File: config.mk
export PLATFORM = sky130hd
export DESIGN_NAME = bus_dest_decoder
export DESIGN_NICKNAME = d
export VERILOG_FILES = /design/src/rtl/bus_codes_pkg.sv /design/src/rtl/decoder_5_to_32.sv /design/src/rtl/bus_dest_decoder.sv
export SDC_FILE = /design/constraint.sdc
export NUM_CORES = 1
export LEC_CHECK = 0
export CAP_MARGIN = 20
export CORE_MARGIN = 10
export CORE_UTILIZATION = 40
export DETAILED_ROUTE_END_ITERATION = 12
export PLACE_DENSITY = 0.83
export SYNTH_ARGS = -nofsm -noshare
export SYNTH_HDL_FRONTEND = slang
export SYNTH_HIERARCHICAL = 1
export SYNTH_SLANG_ARGS = --single-unit
File: constraint.sdc
create_clock -name clock -period 2.53 [get_ports clock]
set_input_delay 0.506 -clock clock [delete_from_list [all_inputs] [get_ports clock]]
set_output_delay 0.506 -clock clock [all_outputs]
set_load 0.01 [all_outputs]
File: src/rtl/bus_codes_pkg.sv
// Shared destination-code map and decoder state type.
// Used by the bus destination decoder and the bus source encoder, so both sides
// agree on which 5-bit code names which datapath register.
package bus_codes_pkg;

    localparam logic [4:0] DEST_R0      = 5'd0;
    localparam logic [4:0] DEST_R1      = 5'd1;
    localparam logic [4:0] DEST_R2      = 5'd2;
    localparam logic [4:0] DEST_R3      = 5'd3;
    localparam logic [4:0] DEST_R4      = 5'd4;
    localparam logic [4:0] DEST_R5      = 5'd5;
    localparam logic [4:0] DEST_R6      = 5'd6;
    localparam logic [4:0] DEST_R7      = 5'd7;
    localparam logic [4:0] DEST_R8      = 5'd8;
    localparam logic [4:0] DEST_R9      = 5'd9;
    localparam logic [4:0] DEST_R10     = 5'd10;
    localparam logic [4:0] DEST_R11     = 5'd11;
    localparam logic [4:0] DEST_R12     = 5'd12;
    localparam logic [4:0] DEST_R13     = 5'd13;
    localparam logic [4:0] DEST_R14     = 5'd14;
    localparam logic [4:0] DEST_R15     = 5'd15;
    localparam logic [4:0] DEST_HI      = 5'd16;
    localparam logic [4:0] DEST_LO      = 5'd17;
    localparam logic [4:0] DEST_PC      = 5'd18;
    localparam logic [4:0] DEST_MDR     = 5'd19;
    localparam logic [4:0] DEST_MAR     = 5'd20;
    localparam logic [4:0] DEST_IR      = 5'd21;
    localparam logic [4:0] DEST_Y       = 5'd22;
    localparam logic [4:0] DEST_OUTPORT = 5'd23;

    // Codes above this are reserved and rejected.
    localparam logic [4:0] DEST_LAST_LEGAL = 5'd23;

    typedef enum logic [1:0] {
        StIdle,
        StSingle,
        StPairFirst,
        StPairSecond
    } dest_state_e;

endpackage

File: src/rtl/decoder_5_to_32.sv
// Combinational 5-to-32 one-hot decoder.
// Ports:
//   en     - gates every output; all zeros when low
//   code   - 5-bit select
//   onehot - bit [code] high when en is high
module decoder_5_to_32 (
    input  logic        en,
    input  logic [4:0]  code,
    output logic [31:0] onehot
);

    always_comb begin
        onehot = '0;
        if (en) begin
            onehot[code] = 1'b1;
        end
    end

endmodule

File: src/rtl/bus_dest_decoder.sv
// Bus destination decoder: turns an accepted 5-bit destination code into a
// registered, single-cycle, one-hot load enable, and sequences the two-cycle
// ZHI/ZLO -> HI/LO result transfer used after mul/div.
// Ports:
//   clock, reset          - rising-edge clock, async active-high reset
//   dest_valid/dest_ready - request handshake; ready is high only when idle
//   dest_code, pair_load  - captured at acceptance
//   r_in .. outport_in    - registered load enables (at most one high)
//   zhi_out, zlo_out      - bus encoder source selects during a pair transfer
//   done                  - pulse in the final load cycle of a legal request
//   illegal               - pulse after a rejected code
module bus_dest_decoder
    import bus_codes_pkg::*;
#(
    parameter bit R0_WRITABLE   = 1'b1,
    parameter bit PAIR_HI_FIRST = 1'b1
) (
    input  logic        clock,
    input  logic        reset,
    input  logic        dest_valid,
    output logic        dest_ready,
    input  logic [4:0]  dest_code,
    input  logic        pair_load,
    output logic [15:0] r_in,
    output logic        hi_in,
    output logic        lo_in,
    output logic        pc_in,
    output logic        mdr_in,
    output logic        mar_in,
    output logic        ir_in,
    output logic        y_in,
    output logic        outport_in,
    output logic        zhi_out,
    output logic        zlo_out,
    output logic        done,
    output logic        illegal
);

    dest_state_e state_q, state_d;

    logic        accept;
    logic        legal;
    logic        single_go;
    logic [31:0] onehot;
    logic        unused_dec;

    logic        pair_hi_d, pair_lo_d;
    logic        done_d, illegal_d;
    logic [23:0] load_d, load_q;
    logic        zhi_q, zlo_q, done_q, illegal_q, ready_q;

    assign accept    = dest_valid && ready_q;
    assign legal     = (dest_code <= DEST_LAST_LEGAL) &&
                       (R0_WRITABLE || (dest_code != DEST_R0));
    assign single_go = accept && !pair_load && legal;

    // Decoding the live code at acceptance and registering the result is what
    // captures the code: later changes on dest_code cannot reach the enables.
    decoder_5_to_32 u_dec (
        .en     (single_go),
        .code   (dest_code),
        .onehot (onehot)
    );

    assign unused_dec = ^onehot[31:24];

    always_comb begin
        state_d   = state_q;
        pair_hi_d = 1'b0;
        pair_lo_d = 1'b0;
        done_d    = 1'b0;
        illegal_d = 1'b0;
        unique case (state_q)
            StIdle: begin
                if (accept) begin
                    if (pair_load) begin
                        state_d = StPairFirst;
                        if (PAIR_HI_FIRST) pair_hi_d = 1'b1;
                        else               pair_lo_d = 1'b1;
                    end else if (legal) begin
                        state_d = StSingle;
                        done_d  = 1'b1;
                    end else begin
                        illegal_d = 1'b1;
                    end
                end
            end
            StSingle: state_d = StIdle;
            StPairFirst: begin
                state_d = StPairSecond;
                done_d  = 1'b1;
                if (PAIR_HI_FIRST) pair_lo_d = 1'b1;
                else               pair_hi_d = 1'b1;
            end
            StPairSecond: state_d = StIdle;
            default: state_d = StIdle;
        endcase
    end

    always_comb begin
        load_d          = onehot[23:0];
        load_d[DEST_HI] = onehot[DEST_HI] | pair_hi_d;
        load_d[DEST_LO] = onehot[DEST_LO] | pair_lo_d;
    end

    always_ff @(posedge clock or posedge reset) begin
        if (reset) begin
            state_q   <= StIdle;
            load_q    <= '0;
            zhi_q     <= 1'b0;
            zlo_q     <= 1'b0;
            done_q    <= 1'b0;
            illegal_q <= 1'b0;
            ready_q   <= 1'b0;
        end else begin
            state_q   <= state_d;
            load_q    <= load_d;
            zhi_q     <= pair_hi_d;
            zlo_q     <= pair_lo_d;
            done_q    <= done_d;
            illegal_q <= illegal_d;
            ready_q   <= (state_d == StIdle);
        end
    end

    assign dest_ready = ready_q;
    assign r_in       = load_q[15:0];
    assign hi_in      = load_q[DEST_HI];
    assign lo_in      = load_q[DEST_LO];
    assign pc_in      = load_q[DEST_PC];
    assign mdr_in     = load_q[DEST_MDR];
    assign mar_in     = load_q[DEST_MAR];
    assign ir_in      = load_q[DEST_IR];
    assign y_in       = load_q[DEST_Y];
    assign outport_in = load_q[DEST_OUTPORT];
    assign zhi_out    = zhi_q;
    assign zlo_out    = zlo_q;
    assign done       = done_q;
    assign illegal    = illegal_q;

endmodule

==> results of run 1 <==
worst max-delay path by stage:
stage	slack [ns]	cells after the start	to	start
after detailed placement	0.28	5	load_q[1]	dest_code[4]
final	0.58	5	load_q[2]	dest_code[4]
after CTS	0.61	5	load_q[3]	dest_code[4]
after floorplan	0.95	4	load_q[0]	dest_code[4]
after global routing	0.51	5	load_q[3]	dest_code[3]
after global placement	0.37	5	load_q[3]	dest_code[4]
registers in the layout, indices dropped and copies added (netlist names):
name,flops
done,1
load_q,24
zhi_out,1
zlo_out,1
dest_ready,1
illegal,1
state_q,2
metal layers:
| metal | vias up | routed length (microns) | global-route usage, % |
|---|---|---|---|
| li1 | 356 | - | - |
| met1 | 382 | 892 | 9.93 |
| met2 | 32 | 1260 | 17.2 |
| met3 | 5 | 286 | 7.07 |
| met4 | 0 | 23 | 3.87 |
| met5 | - | 0 | 0 |
layout by cell type, fill, tap and decap left out, types with 2 or more instances in the layout:
cell type / n
sky130_fd_sc_hd__nand2b_1: 4
sky130_fd_sc_hd__dfrtp_1: 31
sky130_fd_sc_hd__o21ai_1: 2
sky130_fd_sc_hd__nand4b_1: 3
sky130_fd_sc_hd__nand2_1: 3
sky130_fd_sc_hd__nand4bb_1: 3
sky130_fd_sc_hd__nor2_1: 26
sky130_fd_sc_hd__clkbuf_4: 5
sky130_fd_sc_hd__clkdlybuf4s50_1: 37
sky130_fd_sc_hd__inv_1: 2
through the flow:
step | cells | hold slack (ns) | total power [mW] | area, sq um | util, %
after detailed placement | 150 | 0.518 | 0.815 | 1500 | 59.4
after global routing | 156 | 0.555 | 1.10 | 1540 | 61.1
after global placement | 150 | 0.510 | 0.811 | 1500 | 59.4
final | 156 | 0.524 | 1.04 | 1540 | 61.1
after CTS | 156 | 0.531 | 1.05 | 1540 | 61.1
after floorplan | 85 | 0.479 | 0.688 | 1080 | -
final cells by class:
type,instances,area (sq um)
Inverter,2,7.51
Timing Repair Buffer,38,390
Tap cell,30,37.5
Multi-Input combinational cell,49,288
Clock buffer,6,41.3
Sequential cell,31,776
Fill cell,223,982
power by group:
| group | switching, mW | total (mW) | internal (mW) |
|---|---|---|---|
| clock network | 0.136 | 0.235 | 0.0985 |
| registers | 0.0389 | 0.585 | 0.547 |
| logic | 0.101 | 0.219 | 0.117 |
worst max-delay path: stages:
cell and delay, ns:
sky130_fd_sc_hd__clkdlybuf4s50_1 0.52, sky130_fd_sc_hd__a21o_1 0.25, sky130_fd_sc_hd__nor2_1 0.28, sky130_fd_sc_hd__or4b_1 0.54
sky130_fd_sc_hd__nor2_1 0.11
==> impl_metrics.json, run 1 <==
{
  "clk-insertion-delay-late_ns": 0.31,
  "syn2layout_area_growth_pct": 42.3,
  "preCtsSetupSlack_ns": 0.279,
  "totalWireLength_mm": 2.46,
  "final.setup_skew_ns": 0.00322,
  "power_density_mw_per_mm2": 674,
  "cts_root_buffer": "sky130_fd_sc_hd__clkbuf_4",
  "total_cts_buffers": 5,
  "critPathRequiredTime_ns": 2.78,
  "drive_gt1_share_pct": 7.14,
  "worstHoldStart": "state_q[1]",
  "cts.clk_slew.worst_paths_ns": 0.08,
  "rrSetupSlack_ns": 1.01,
  "rr_worst_depth": 4,
  "worstMarginPinSlew_ns": 0.609,
  "cts_hold_buf": 0,
  "drtIter0Drc": 22,
  "groute.usage.overall_pct": 10.3,
  "ratio_of_final_minimum_period_to_clock_period_pct": 77.2,
  "reg2reg_to": "load_q[2]",
  "critPathKind": "input port to flop",
  "drt_pre_antenna_iters": 4,
  "fmax_mhz": 512,
  "hold_class": "flop to flop",
  "synth.cell_area_sq_mm": 0.00108,
  "detailed_place_hpwl_mm": 1.94,
  "final.setup.tns_ns": 0,
  "vertical_die_dimension_microns": 72.0,
  "core.rowCount": 18,
  "tritoncts": "done",
  "synth.avg_cell_area_sq_um": 12.7,
  "final_net_count": 136,
  "standard_cell_core_area_sq_mm": 0.00252,
  "ir_worst_vdd_mv": 0.582,
  "min_to": "illegal",
  "power_leakage_nw": 0.712,
  "worstSetupStartpointType": "input port",
  "route.detailed.drc": 0,
  "die_w_microns": 72.0,
  "grt_antenna_before_repair": 0,
  "gpl.final_weighted_congestion": 0.763,
  "worstReg2RegStart": "dest_ready",
  "cts_sinks": 31,
  "dr_total_vias": 775,
  "critPathArrivalTime_ns": 2.20,
  "routed_wire_length_per_instance_microns": 15.8,
  "avgViaCountPerCell": 4.97,
  "first_global_vias": 858,
  "timing.critical_path.to_type": "flop",
  "setup_viols_final": 0,
  "worst_slew_margin_rel_pct": 59.3,
  "wire_length_of_the_first_global_routing_pass_mm": 4.08,
  "layout_min_cycle_time_ns": 1.95,
  "hold_viol": 0,
  "grt_setup_unrepaired": "false",
  "fp.dieArea_sq_mm": 0.00519,
  "clock_path_buffers": 2,
  "result_of_the_run": "completed",
  "detail-route-antenna-nets": 0,
  "h-tree-depth": 2,
  "syn_nets": 94,
  "port-buffer-count": 37,
  "max-cap-violations": 0,
  "grt_max_degree": 18,
  "grt-ovfl-total": 0,
  "setup_buffers_after_cts": 0,
  "synthesis.yosys.warnings": 6,
  "final_critical_path_setup_slack_ns": 0.576,
  "floorplan.initialDensity_pct": 42.9,
  "insertedDiodeCount": 0,
  "maximum_net_fanout_on_the_critical_path": 8,
  "whs_path_depth": 1,
  "ctsResizeCount": 0,
  "io_pins": 38,
  "syn_inst": 85,
  "final_max_slew_viol_count": 0
}
(Power assumes the default switching activity.)
==> run 2: changes to the inputs <==
--- a/config.mk
+++ b/config.mk
@@ -7,9 +7,9 @@
 export LEC_CHECK = 0
 export CAP_MARGIN = 20
 export CORE_MARGIN = 10
-export CORE_UTILIZATION = 40
+export CORE_UTILIZATION = 39
 export DETAILED_ROUTE_END_ITERATION = 12
-export PLACE_DENSITY = 0.83
+export PLACE_DENSITY = 0.84
 export SYNTH_ARGS = -nofsm -noshare
 export SYNTH_HDL_FRONTEND = slang
 export SYNTH_HIERARCHICAL = 1
==> constraint.sdc (replaced) <==
create_clock -name clock -period 1.7 [get_ports clock]
set_input_delay 0.34 -clock clock [delete_from_list [all_inputs] [get_ports clock]]
set_output_delay 0.34 -clock clock [all_outputs]
set_load 0.01 [all_outputs]
==> run 2 against run 1 <==
Effect of this change:
- sequential share of layout area is 1.3 points lower
- register-to-register slack worse by 0.61 ns
- flip-flop and latch count stayed put
- clock-buffer cell count stayed put
- total power is 50% higher
- final cell count is 5.1% higher
- clock power is 50% higher
- via count is 3.4% higher
- worst setup slack worse by 0.51 ns
- utilization is 2.7 points lower
- routed wire length is 2.9% higher
- critical path type is now flop to primary output
==> impl_metrics.json, run 2 (synthesized netlist as in run 1, its figures left out) <==
{
  "final.setup_skew_ns": 0.00105,
  "power_density_mw_per_mm2": 987,
  "preCtsSetupSlack_ns": -0.0789,
  "cts_sinks": 31,
  "timing.critical_path.cells": "clkdlybuf4s50_1",
  "hold_viol": 0,
  "final_net_count": 143,
  "worstMarginPinSlew_ns": 0.368,
  "met1_grt_util_pct": 9.66,
  "first_global_vias": 914,
  "layout.cells.most_common": "sky130_fd_sc_hd__clkdlybuf4s50_1",
  "drt_pre_antenna_iters": 4,
  "final_cell_mix": "37 x sky130_fd_sc_hd__clkdlybuf4s50_1, 30 x sky130_fd_sc_hd__dfrtp_1, 26 x sky130_fd_sc_hd__nor2_1, 8 x sky130_fd_sc_hd__buf_4, 5 x sky130_fd_sc_hd__clkbuf_4",
  "io_pins": 38,
  "gr-max-usage-layer": "met2",
  "crit_path_top_delay_cell": "sky130_fd_sc_hd__clkdlybuf4s50_1",
  "max-cap-violations": 0,
  "power_leakage_nw": 0.740,
  "avgViaCountPerCell": 4.88,
  "result_of_the_run": "completed",
  "final_critical_path_setup_slack_ns": 0.0711,
  "grt_max_degree": 32,
  "gr-usage-met3_pct": 7.89,
  "cts_root_buffer": "sky130_fd_sc_hd__clkbuf_4",
  "layout_min_cycle_time_ns": 1.63,
  "floorplan.initialDensity_pct": 39.9,
  "most_flops_register": "load_q",
  "syn2layout_area_growth_pct": 46.2,
  "total_cts_buffers": 5,
  "post_layout_utilization_of_the_core_pct": 58.4,
  "ir_worst_vdd_mv": 0.846,
  "largest_register_ff_count": 24,
  "critPathKind": "flop to primary output",
  "grt-ovfl-total": 0,
  "rrSetupSlack_ns": 0.40,
  "grt_antenna_before_repair": 0,
  "drive_gt1_share_pct": 12.8,
  "critPathTopFamily": "buffers and inverters",
  "drtIter0Drc": 29,
  "insertedDiodeCount": 0,
  "largestRegisters": "load_q (24), state_q (2)",
  "reg2reg_to": "load_q[1]",
  "rr_worst_depth": 4,
  "clock_path_buffers": 2,
  "fp.dieArea_sq_mm": 0.00528,
  "detailed_place_hpwl_mm": 2.01,
  "timing.critical_path.to_type": "primary output",
  "timing.critical_path.from": "dest_ready",
  "met2_usage_pct": 17.4,
  "setup_viols_final": 0,
  "tritoncts": "done",
  "cts.clk_slew.worst_paths_ns": 0.08,
  "port-buffer-count": 37,
  "max_stage_delay_ns": 0.56,
  "final_max_slew_viol_count": 0,
  "detail-route-antenna-nets": 0,
  "maximum_net_fanout_on_the_critical_path": 4,
  "worstSetupStartpointType": "flop",
  "vertical_die_dimension_microns": 72.7,
  "grt_setup_unrepaired": "false",
  "dr_total_vias": 801,
  "h-tree-depth": 2,
  "gpl.final_weighted_congestion": 0.781,
  "hold_class": "input port to async pin",
  "core.rowCount": 19,
  "standard_cell_core_area_sq_mm": 0.00271,
  "worst_slew_margin_rel_pct": 75.5,
  "crit_end": "dest_ready",
  "ratio_of_final_minimum_period_to_clock_period_pct": 95.8,
  "instances_no_fill": 164,
  "routed_wire_length_per_instance_microns": 15.4,
  "cts_hold_buf": 0,
  "clk-insertion-delay-late_ns": 0.32,
  "numPlacedInstances": 158,
  "worstSetupPathDepth": 1,
  "critPathArrivalTime_ns": 1.29,
  "totalWireLength_mm": 2.53,
  "route.detailed.drc": 0,
  "final.hold.worst_slack_ns": 0.383,
  "die_w_microns": 72.7,
  "timing.critical_path.buf_inv": 1,
  "setup_buffers_after_cts": 0,
  "worstReg2RegStart": "dest_ready",
  "fmax_mhz": 614,
  "critPathRequiredTime_ns": 1.36,
  "groute.usage.overall_pct": 10.7,
  "wire_length_of_the_first_global_routing_pass_mm": 4.28
}
run 2: cell types whose count changed in the layout (fill, tap and decap cells not counted):
cell,delta
sky130_fd_sc_hd__buf_4,+8
sky130_fd_sc_hd__buf_12,-1
sky130_fd_sc_hd__dfrtp_1,-1
sky130_fd_sc_hd__dfrtp_2,+1
run 2: through the flow:
stage / total power [mW] / cell area (sq um) / setup TNS, ns
after global placement: 1.21 / 1540 / -0.162
after floorplan: 1.02 / 1080 / 0
after detailed placement: 1.23 / 1540 / -0.412
after global routing: 1.65 / 1580 / 0
after CTS: 1.58 / 1580 / 0
final: 1.56 / 1580 / 0
run 2: power breakdown:
group | leakage [nW] | switching [mW] | internal (mW) | total [mW]
clock network | 0.0242 | 0.207 | 0.146 | 0.353
logic | 0.293 | 0.158 | 0.184 | 0.342
registers | 0.423 | 0.0516 | 0.815 | 0.867
run 2: worst min path at each step:
stage | cells after the start | startpoint | end | slack (ns)
after floorplan | 1 | reset | dest_ready | 0.44
after global placement | 1 | state_q[1] | illegal | 0.50
final | 3 | reset | zlo_out | 0.38
after global routing | 3 | reset | zlo_out | 0.44
after CTS | 3 | reset | zlo_out | 0.38
after detailed placement | 1 | state_q[1] | illegal | 0.51
run 2: layout make-up:
cell class                 count  area [sq um]
timing repair buffer          45           430
clock buffer                   6          41.3
tap                           31          38.8
fill                         249          1130
sequential                    31           777
multi-input combinational     49           288
inverter                       2          7.51
run 2: metal layers:
metal	part of all wire, %	vias to the layer above
li1	-	371
met1	33	392
met2	51	33
met3	13	5
met4	2.0	0
met5	0	-
run 2: timing repair:
| action | CTS | global route |
|---|---|---|
| resized for setup | 0 | 1 |
| endpoints found under the hold margin | 0 | 0 |
| setup endpoints to repair | 0 | 1 |
